--- config.mk ---
export PLATFORM = sky130hd
export DESIGN_NAME = gpr_writeback_queue_flat
export DESIGN_NICKNAME = d
export VERILOG_FILES = /design/src/rtl/gpr_writeback_queue_if.sv /design/src/rtl/gpr_writeback_queue.sv /design/src/flat_wrapper.sv
export SDC_FILE = /design/constraint.sdc
export NUM_CORES = 1
export LEC_CHECK = 0
export CORE_MARGIN = 2
export CORE_UTILIZATION = 37
export CTS_CLUSTER_SIZE = 30
export DETAILED_ROUTE_END_ITERATION = 7
export PLACE_DENSITY_LB_ADDON = 0.2
export SYNTH_ARGS = -nofsm -noshare
export SYNTH_HDL_FRONTEND = slang
export SYNTH_SLANG_ARGS = --single-unit
--- constraint.sdc ---
create_clock -name clk -period 6.9 [get_ports clk]
set_clock_uncertainty 0.15 [all_clocks]
set_input_delay 1.38 -clock clk [delete_from_list [all_inputs] [get_ports clk]]
set_output_delay 1.38 -clock clk [all_outputs]
set_load 0.05 [all_outputs]
--- src/rtl/gpr_writeback_queue_if.sv ---
// Bundle of the writeback-queue ports: main-path writeback, MDU handshake,
// register-file write port, decode forwarding and status.
interface gpr_writeback_queue_if #(
  parameter int CW = 3
) ();
  logic          wbValid;
  logic [0:4]    wbDst;
  logic [0:31]   wbData;
  logic          mduValid;
  logic [0:4]    mduDst;
  logic [0:31]   mduData;
  logic          mduReady;
  logic          regWr;
  logic [0:4]    Rw;
  logic [0:31]   busW;
  logic [0:4]    Rs;
  logic [0:4]    Rt;
  logic          fwdAHit;
  logic          fwdBHit;
  logic [0:31]   fwdA;
  logic [0:31]   fwdB;
  logic [0:CW-1] qCount;
  logic          drainIdle;

  // Pipeline side: offers writebacks/MDU results and decode addresses.
  modport master (
    output wbValid, wbDst, wbData, mduValid, mduDst, mduData, Rs, Rt,
    input  mduReady, regWr, Rw, busW, fwdAHit, fwdBHit, fwdA, fwdB, qCount, drainIdle
  );

  // Queue side.
  modport slave (
    input  wbValid, wbDst, wbData, mduValid, mduDst, mduData, Rs, Rt,
    output mduReady, regWr, Rw, busW, fwdAHit, fwdBHit, fwdA, fwdB, qCount, drainIdle
  );
endinterface

--- src/rtl/gpr_writeback_queue.sv ---
// Merges main-path writebacks and queued MDU results onto the single
// register-file write port. Main path always wins the slot; MDU results wait
// in a FIFO and are forwarded to decode while queued. A main-path write kills
// older queued entries for the same register so they are later dropped.
module gpr_writeback_queue #(
  parameter int DEPTH = 4,
  parameter int CW    = 3
) (
  input logic                  clk,
  input logic                  reset,
  gpr_writeback_queue_if.slave bus
);
  localparam int PW = $clog2(DEPTH);

  typedef struct packed {
    logic        live;
    logic [4:0]  dst;
    logic [31:0] data;
  } entry_t;

  entry_t        q [DEPTH];
  logic [PW-1:0] head, tail;
  logic [CW-1:0] count;
  logic          wr_q;
  logic [4:0]    rw_q;
  logic [31:0]   busw_q;
  logic          wb_wr, push, store, pop;

  // A main-path write to r0 is not a write, so the queue may drain that cycle.
  assign wb_wr         = bus.wbValid && (bus.wbDst != 5'd0);
  // Space is judged on the current count; a same-cycle pop does not free a slot.
  assign bus.mduReady  = !reset && (count < CW'(DEPTH));
  assign push          = bus.mduValid && bus.mduReady;
  assign store         = push && (bus.mduDst != 5'd0);
  assign pop           = !wb_wr && (count != '0);

  assign bus.regWr     = wr_q;
  assign bus.Rw        = rw_q;
  assign bus.busW      = busw_q;
  assign bus.qCount    = count;
  assign bus.drainIdle = (count == '0) && !wr_q;

  // Queue storage: kill on main-path WAW, clear on pop, then append the push.
  // The push is written last so a same-cycle entry for wbDst stays live.
  always_ff @(posedge clk) begin
    if (reset) begin
      for (int i = 0; i < DEPTH; i++) q[i] <= '0;
      head  <= '0;
      tail  <= '0;
      count <= '0;
    end else begin
      if (wb_wr) begin
        for (int i = 0; i < DEPTH; i++)
          if (q[i].dst == bus.wbDst) q[i].live <= 1'b0;
      end
      if (pop) begin
        q[head].live <= 1'b0;
        head         <= head + PW'(1);
      end
      if (store) begin
        q[tail] <= '{live: 1'b1, dst: bus.mduDst, data: bus.mduData};
        tail    <= tail + PW'(1);
      end
      count <= count + CW'(store) - CW'(pop);
    end
  end

  // Register-file write slot: main path first, else the queue head.
  // Address/data hold whenever no write is issued.
  always_ff @(posedge clk) begin
    if (reset) begin
      wr_q   <= 1'b0;
      rw_q   <= '0;
      busw_q <= '0;
    end else if (wb_wr) begin
      wr_q   <= 1'b1;
      rw_q   <= bus.wbDst;
      busw_q <= bus.wbData;
    end else if (pop) begin
      wr_q <= q[head].live;
      if (q[head].live) begin
        rw_q   <= q[head].dst;
        busw_q <= q[head].data;
      end
    end else begin
      wr_q <= 1'b0;
    end
  end

  // Decode forwarding: scan oldest to youngest so the youngest live match wins.
  always_comb begin
    bus.fwdAHit = 1'b0;
    bus.fwdA    = '0;
    bus.fwdBHit = 1'b0;
    bus.fwdB    = '0;
    for (int k = 0; k < DEPTH; k++) begin
      if ((CW'(k) < count) && q[head + PW'(k)].live) begin
        if ((bus.Rs != 5'd0) && (q[head + PW'(k)].dst == bus.Rs)) begin
          bus.fwdAHit = 1'b1;
          bus.fwdA    = q[head + PW'(k)].data;
        end
        if ((bus.Rt != 5'd0) && (q[head + PW'(k)].dst == bus.Rt)) begin
          bus.fwdBHit = 1'b1;
          bus.fwdB    = q[head + PW'(k)].data;
        end
      end
    end
  end
endmodule

--- src/flat_wrapper.sv ---
// flat-port wrapper written by rule: the top's interface ports become plain ports
module gpr_writeback_queue_flat 
#(
  parameter int DEPTH = 4,
  parameter int CW    = 3
)
  (clk, reset, bus_wbValid, bus_wbDst, bus_wbData, bus_mduValid, bus_mduDst, bus_mduData, bus_Rs, bus_Rt, bus_mduReady, bus_regWr, bus_Rw, bus_busW, bus_fwdAHit, bus_fwdBHit, bus_fwdA, bus_fwdB, bus_qCount, bus_drainIdle);
  gpr_writeback_queue_if #(.CW(CW)) bus_i ();
  input logic clk;
  input logic reset;
  input wire logic [$bits(bus_i.wbValid)-1:0] bus_wbValid;
  input wire logic [$bits(bus_i.wbDst)-1:0] bus_wbDst;
  input wire logic [$bits(bus_i.wbData)-1:0] bus_wbData;
  input wire logic [$bits(bus_i.mduValid)-1:0] bus_mduValid;
  input wire logic [$bits(bus_i.mduDst)-1:0] bus_mduDst;
  input wire logic [$bits(bus_i.mduData)-1:0] bus_mduData;
  input wire logic [$bits(bus_i.Rs)-1:0] bus_Rs;
  input wire logic [$bits(bus_i.Rt)-1:0] bus_Rt;
  output wire logic [$bits(bus_i.mduReady)-1:0] bus_mduReady;
  output wire logic [$bits(bus_i.regWr)-1:0] bus_regWr;
  output wire logic [$bits(bus_i.Rw)-1:0] bus_Rw;
  output wire logic [$bits(bus_i.busW)-1:0] bus_busW;
  output wire logic [$bits(bus_i.fwdAHit)-1:0] bus_fwdAHit;
  output wire logic [$bits(bus_i.fwdBHit)-1:0] bus_fwdBHit;
  output wire logic [$bits(bus_i.fwdA)-1:0] bus_fwdA;
  output wire logic [$bits(bus_i.fwdB)-1:0] bus_fwdB;
  output wire logic [$bits(bus_i.qCount)-1:0] bus_qCount;
  output wire logic [$bits(bus_i.drainIdle)-1:0] bus_drainIdle;
  assign bus_i.wbValid = bus_wbValid;
  assign bus_i.wbDst = bus_wbDst;
  assign bus_i.wbData = bus_wbData;
  assign bus_i.mduValid = bus_mduValid;
  assign bus_i.mduDst = bus_mduDst;
  assign bus_i.mduData = bus_mduData;
  assign bus_i.Rs = bus_Rs;
  assign bus_i.Rt = bus_Rt;
  assign bus_mduReady = bus_i.mduReady;
  assign bus_regWr = bus_i.regWr;
  assign bus_Rw = bus_i.Rw;
  assign bus_busW = bus_i.busW;
  assign bus_fwdAHit = bus_i.fwdAHit;
  assign bus_fwdBHit = bus_i.fwdBHit;
  assign bus_fwdA = bus_i.fwdA;
  assign bus_fwdB = bus_i.fwdB;
  assign bus_qCount = bus_i.qCount;
  assign bus_drainIdle = bus_i.drainIdle;
  gpr_writeback_queue #(.DEPTH(DEPTH), .CW(CW)) u_core (.clk(clk), .reset(reset), .bus(bus_i));
endmodule
# --- Word level (Yosys, flattened, before mapping) ---
# Memories as Yosys holds them, arrays and structs flattened. A register that Yosys moved wholly into a read port is not among the register bits.
# Cells that the tools add are included.
op_classes:
  addsub: 6
  n_lt_le_gt_ge: 5
  eq_ne: 12
  muxes: 73
  bitwise_logic: 4
  reduce_logical: 31
op_table:
  columns: ["operator", "count"]
  rows:
  - ["two-way mux 32 bit", 19]
  - ["== test 5 bit", 12]
  - ["two-way mux 1 bit", 46]
  - ["two-way mux 38 bit", 1]
  - ["OR reduction 38 bit", 1]
  - ["nonzero test 5 bit", 4]
  - ["logical AND 1 bit", 18]
  - ["two-way mux 5 bit", 3]
  - ["two-way mux 2 bit", 4]
  - ["< comparator 1 x 3 -> 1 bit (first input constant)", 2]
  - ["< comparator 2 x 3 -> 1 bit (first input constant)", 2]
  - ["adder 2 x 1 -> 2 bit (second input constant)", 2]
  - ["adder 2 bit (second input constant)", 2]
  - ["bitwise OR 1 bit", 4]
  - ["nonzero test 2 bit", 2]
  - ["adder 3 x 1 -> 3 bit", 1]
  - ["zero test 1 bit", 3]
  - ["zero test 3 bit", 1]
  - ["< comparator 3 bit (second input constant)", 1]
  - ["nonzero test 3 bit", 1]
  - ["subtractor 3 x 1 -> 3 bit", 1]
  - ["AND reduction 2 bit", 1]
totals:
  regBits: 45
  mem_bits_rw: 152
  in_bits: 88
  output_inout_bits: 109
  elab_cells: 138
  mem_count: 1
mem_list:
  columns: ["memory", "words", "width", "read_ports", "rd_ports_with_merged_regs", "write_ports", "line_no", "source"]
  rows:
  - ["u_core.q", 4, 38, 8, 1, 5, "gpr_writeback_queue.sv:21", "entry_t q [DEPTH];"]

# --- Logic depth before layout (Yosys ltp) ---
depth:
  word_depth: 10
  mapped_depth: 16

# --- Worst setup path before layout ---
# OpenSTA, ideal clock, no wires.
synth_path:
  path_kind: "register -> output"
  startpoint: "register u_core.head[1]"
  endpoint: "output port bus_fwdA[31]"
  arrival_time_ns: 4.438
  required_ns: 5.370
  slack_ns: 0.932
  stages_incl_launch_ff: 14
  n_path_buf: 5
  path_cell_list: "dfxtp_1 > buf_1 > clkbuf_1 > buf_1 > inv_1 > ha_1 > buf_6 > mux4_2 > xnor2_2 > nand4_4 > nor2_2 > buf_2 > a221oi_1 > o22ai_1"
synth_via:
  elab_chain_len: 10
  word_cells_on_any_way: 19
synth_rtl:
  columns: ["item", "line_no", "source"]
  rows:
  - ["start, declared", "gpr_writeback_queue.sv:22", "logic [PW-1:0] head, tail;"]
  - ["start signal, assigned", "gpr_writeback_queue.sv:58", "head <= head + PW'(1);"]
  - ["adder 2 x 1 -> 2 bit", "gpr_writeback_queue.sv:97, gpr_writeback_queue.sv:98, gpr_writeback_queue.sv:100", null]
  - ["memory read (4 x 38 bit) (*)", null, null]
  - ["== test 5 bit", "gpr_writeback_queue.sv:98", "if ((bus.Rs != 5'd0) && (q[head + PW'(k)].dst == bus.Rs)) begin"]
  - ["logical AND 1 bit", "gpr_writeback_queue.sv:98", null]
  - ["two-way mux 32 bit", "gpr_writeback_queue.sv:98", null]
  - ["two-way mux 32 bit", "gpr_writeback_queue.sv:97", "if ((CW'(k) < count) && q[head + PW'(k)].live) begin"]
  - ["two-way mux 32 bit", "gpr_writeback_queue.sv:98", null]
  - ["two-way mux 32 bit", "gpr_writeback_queue.sv:97", null]
  - ["two-way mux 32 bit", "gpr_writeback_queue.sv:98", null]
  - ["two-way mux 32 bit (*)", "gpr_writeback_queue.sv:97", null]
  - ["end, declared", "flat_wrapper.sv:25", "output wire logic [$bits(bus_i.fwdA)-1:0] bus_fwdA;"]
# Every way passes the cells marked *; elsewhere a longest branch is shown, timed or not.

# --- Worst setup path in the final report ---
layout_path:
  startpoint: "input port bus_Rt[3]"
  endpoint: "output port bus_fwdB[23]"
layout_via:
  elab_chain_len: 10
  word_cells_on_any_way: 17
layout_rtl:
  columns: ["item", "line_no", "source"]
  rows:
  - ["start, declared", "flat_wrapper.sv:18", "input wire logic [$bits(bus_i.Rt)-1:0] bus_Rt;"]
  - ["== test 5 bit / nonzero test 5 bit (equally long branches)", "gpr_writeback_queue.sv:102", "if ((bus.Rt != 5'd0) && (q[head + PW'(k)].dst == bus.Rt)) begin"]
  - ["logical AND 1 bit", "gpr_writeback_queue.sv:102", null]
  - ["two-way mux 32 bit", "gpr_writeback_queue.sv:102", null]
  - ["two-way mux 32 bit", "gpr_writeback_queue.sv:97", null]
  - ["two-way mux 32 bit", "gpr_writeback_queue.sv:102", null]
  - ["two-way mux 32 bit", "gpr_writeback_queue.sv:97", null]
  - ["two-way mux 32 bit", "gpr_writeback_queue.sv:102", null]
  - ["two-way mux 32 bit", "gpr_writeback_queue.sv:97", null]
  - ["two-way mux 32 bit", "gpr_writeback_queue.sv:102", null]
  - ["two-way mux 32 bit (*)", "gpr_writeback_queue.sv:97", null]
  - ["end, declared", "flat_wrapper.sv:26", "output wire logic [$bits(bus_i.fwdB)-1:0] bus_fwdB;"]
# Marks and branches as above.

==> results.toml <==
[critical_path]
worst_path_max_delay_cell = "o21ai_2"
cp.buffers_inverters = 2
r2r_start = "u_core.bus.qCount[0]"
worst_setup_path_end_kind = "output port"
r2r_cells = 7
cp.required_ns = 5.37
timing.setup.critical_path_class = "in2out"
worst-endpoint-arrival_ns = 4.85
worst_path_max_stage_delay_ns = 1.06
path_cells = "clkdlybuf4s50_1 > nor3_1 > nand2_1 > nand3_1 > o21ai_2 > o221ai_1 > buf_4"
critical_path.max_fanout = 21
r2r-end = "u_core.q[3][18]"
worst_path_dominant_cell_family = "compound AO/OA/AOI/OAI gates"
critPathLaunchType = "input port"
ff2ff_setup_slack_ns = 3.56

[place]
half_perimeter_wire_length_after_detailed_placement_um = 35250
io_buffer_count = 196
gp_congestion = 0.8632
preCtsSetupSlack_ns = 0.6601

[global_routing]
grt_pass1_wl_um = 77600
global_route.usage.total_pct = 25.45
grt_antenna_before_repair = 4
grt_start_max_net_pins = 84
grt_pass1_vias = 11998
grt-ovfl-total = 0

[clock_network]
hold_buffers = 0
cts_resized = 0
clk_root_buffer_cell = "clkbuf_16"
clock_tree.htree_level_count = 4
clock_tree.buffer_depth = 2
cts_setup_buffers = 0
cts_inserted_buffers = 17
clkSlewWorstSetupHoldPaths_ns = 0.07
worst_skew_pair.late_latency_ns = 0.45
tritoncts = "done"
cts.sink_count = 199

[detailed_routing]
remaining_drc_errors = 0
drt_pre_antenna_iters = 6
final_antenna_net_count = 0
wl_per_cell_um = 26.16
vias_per_cell = 6.162
num_vias = 12034
drtIter0Drc = 1432
totalWireLength_um = 51080

[synthesis]
synth-seq-area-share_pct = 38.23
synthCells = 1316
synth_enable_flop_cells = 148
synth-main-ff-cell = "edfxtp_1"
synth.net_count = 1417
synth.cell_area_um2 = 14300
yosys_warnings = 0
synth-seq-cells = 199
synthDistinctLibCells = 61
async_flop_share_pct = 0
synthesis.area_per_instance_um2 = 10.86

[timing]
finalMaxSlewViolations = 0
timing.slew.headroom_pct = 12.37
fin_tns_setup_ns = 0
timing.final.hold_violations = 0
grt_setup_unrepaired = "no"
achievable-frequency_ghz = 0.1566
finalCritPeriodShare_pct = 92.52
setup_ws_ns = 0.5160
slew_at_the_pin_closest_to_its_max_slew_limit_ns = 1.314
setup_violations = 0
finalCriticalPeriod_ns = 6.384

[run_status]
run_status = "finished, final reports clean"

[final_layout]
area_growth_syn_to_layout_pct = 21.76
drive_above_1_share_pct = 23.78
nets = 1522
seqCellArea_um2 = 5473
nFillCells = 3600
multiInputGateArea_um2 = 8120

[power]
pwr_cell_area_nw_per_um2 = 288.5
power_leakage_uw = 0.006388
vdd.ir_drop.worst_mv = 0.1602

[min_path]
worst_hold_startpoint = "u_core.bus.busW[23]"
worst_hold_path_type = "reg2reg"
hold_end = "u_core.bus.busW[23]"
worstHoldPathCells = 2

[die]
floorplan.initialDensity_pct = 37.25
die_footprint_um2 = 40230
chipHeight_um = 200.6
design.portCount = 197
placeableCoreArea_um2 = 38380
die_w_um = 200.6
floorplan.rows = 72

[flow_run]
cap_violations = 0
[synthesized netlist by cell type, drive strengths merged (28+ instances only)]
cell / count / area share [%]
o221ai: 30 / 1.8
nand2: 59 / 1.5
edfxtp: 148 / 31
and3: 149 / 6.5
buf: 51 / 2.2
o21ai: 81 / 2.9
dfxtp: 51 / 7.1
or2: 28 / 1.2
a31oi: 29 / 1.3
mux4: 93 / 15
mux2i: 38 / 2.7
nor3: 31 / 1.2
nor2: 94 / 2.5
o22ai: 32 / 2.3
mux2: 33 / 2.6
xnor2: 45 / 2.9
clkbuf: 100 / 2.6
[worst min-delay path: stages, from the launching register on]
cell	delay, ns
dfxtp_1	0.31
nor2_1	0.09
nor3_1	0.05
[registers in the layout, summed over array words and instances, names as in the netlist, named ones only]
register / flops
u_core.tail: 2
u_core.bus.qCount: 3
u_core.head: 2
u_core.bus.busW: 32
u_core.bus.Rw: 5
u_core.bus.regWr: 1
u_core.q: 152
[worst max-delay path by stage]
stage	startpoint	slack [ns]	end	cells past startpoint
2_1_floorplan	u_core.head[1]	0.93	bus_fwdA[31]	13
3_3_place_gp	bus_Rt[3]	0.69	bus_fwdB[23]	7
3_5_place_dp	bus_Rt[3]	0.66	bus_fwdB[30]	7
4_1_cts	u_core.head[0]	0.51	bus_fwdA[17]	10
5_1_grt	u_core.head[0]	0.28	bus_fwdA[2]	10
6_report	bus_Rt[3]	0.52	bus_fwdB[23]	7
[power by group]
group	internal (uW)	total (uW)	leakage [uW]	switching, uW
combinational	958	2440	0.00413	1480
clock	551	1050	0.000300	499
sequential	1400	1530	0.00196	130
[final cells by class]
type	instances	share of cell area (%)
Timing Repair Buffer	237	14.33
Antenna cell	1	0.01438
Inverter	16	0.3450
Sequential cell	199	31.44
Clock inverter	15	1.049
Tap cell	518	3.723
Multi-Input combinational cell	950	46.65
Clock buffer	17	2.444
[kinds of logic (layout without fill, tap and decap cells)]
logic type,count (synthesis),count (layout),share of synthesized area (%)
compound gates,269,269,14.53
xor+xnor,63,63,4.017
fa+ha+maj,13,13,1.190
buf+inv,167,285,5.199
flops,199,199,38.23
mux,164,164,19.91
other cells,0,1,0
simple gates,441,441,16.93
[cell usage in the layout (no fill, tap or decap), types with 20 or more instances in the layout]
cell,n
and3_1,149
edfxtp_1,148
clkdlybuf4s50_1,131
mux4_2,93
nor2_1,92
buf_4,75
o21ai_0,61
nand2_1,59
dfxtp_1,47
xnor2_1,42
mux2i_1,38
mux2_2,33
buf_12,31
o221ai_1,30
nor3_1,29
a31oi_1,29
a21oi_1,26
nor3b_1,24
o22ai_2,20
[per-stage QoR]
stage / utilization [%] / hold slack, ns / cells / instance area, um2 / total power, uW
final: 45.36 / 0.3515 / 1953 / 17410 / 5022
after global routing: 45.36 / 0.3716 / 1953 / 17410 / 5274
after CTS: 45.35 / 0.3517 / 1952 / 17400 / 5013
after detailed placement: 43.77 / 0.3371 / 1920 / 16800 / 3963
after global placement: 43.77 / 0.3285 / 1920 / 16800 / 3949
after floorplan: - / 0.3564 / 1316 / 14300 / 3309
[metal layers]
layer | global-route usage, % | share of wire [%] | vias to the layer above
met1 | 35.12 | 43 | 5956
met5 | 0 | 0.078 | -
met2 | 39.63 | 45 | 620
li1 | - | - | 5356
met3 | 5.406 | 9.0 | 96
met4 | 9.074 | 2.8 | 6
No activity file was read; power rests on OpenSTA's default activity.
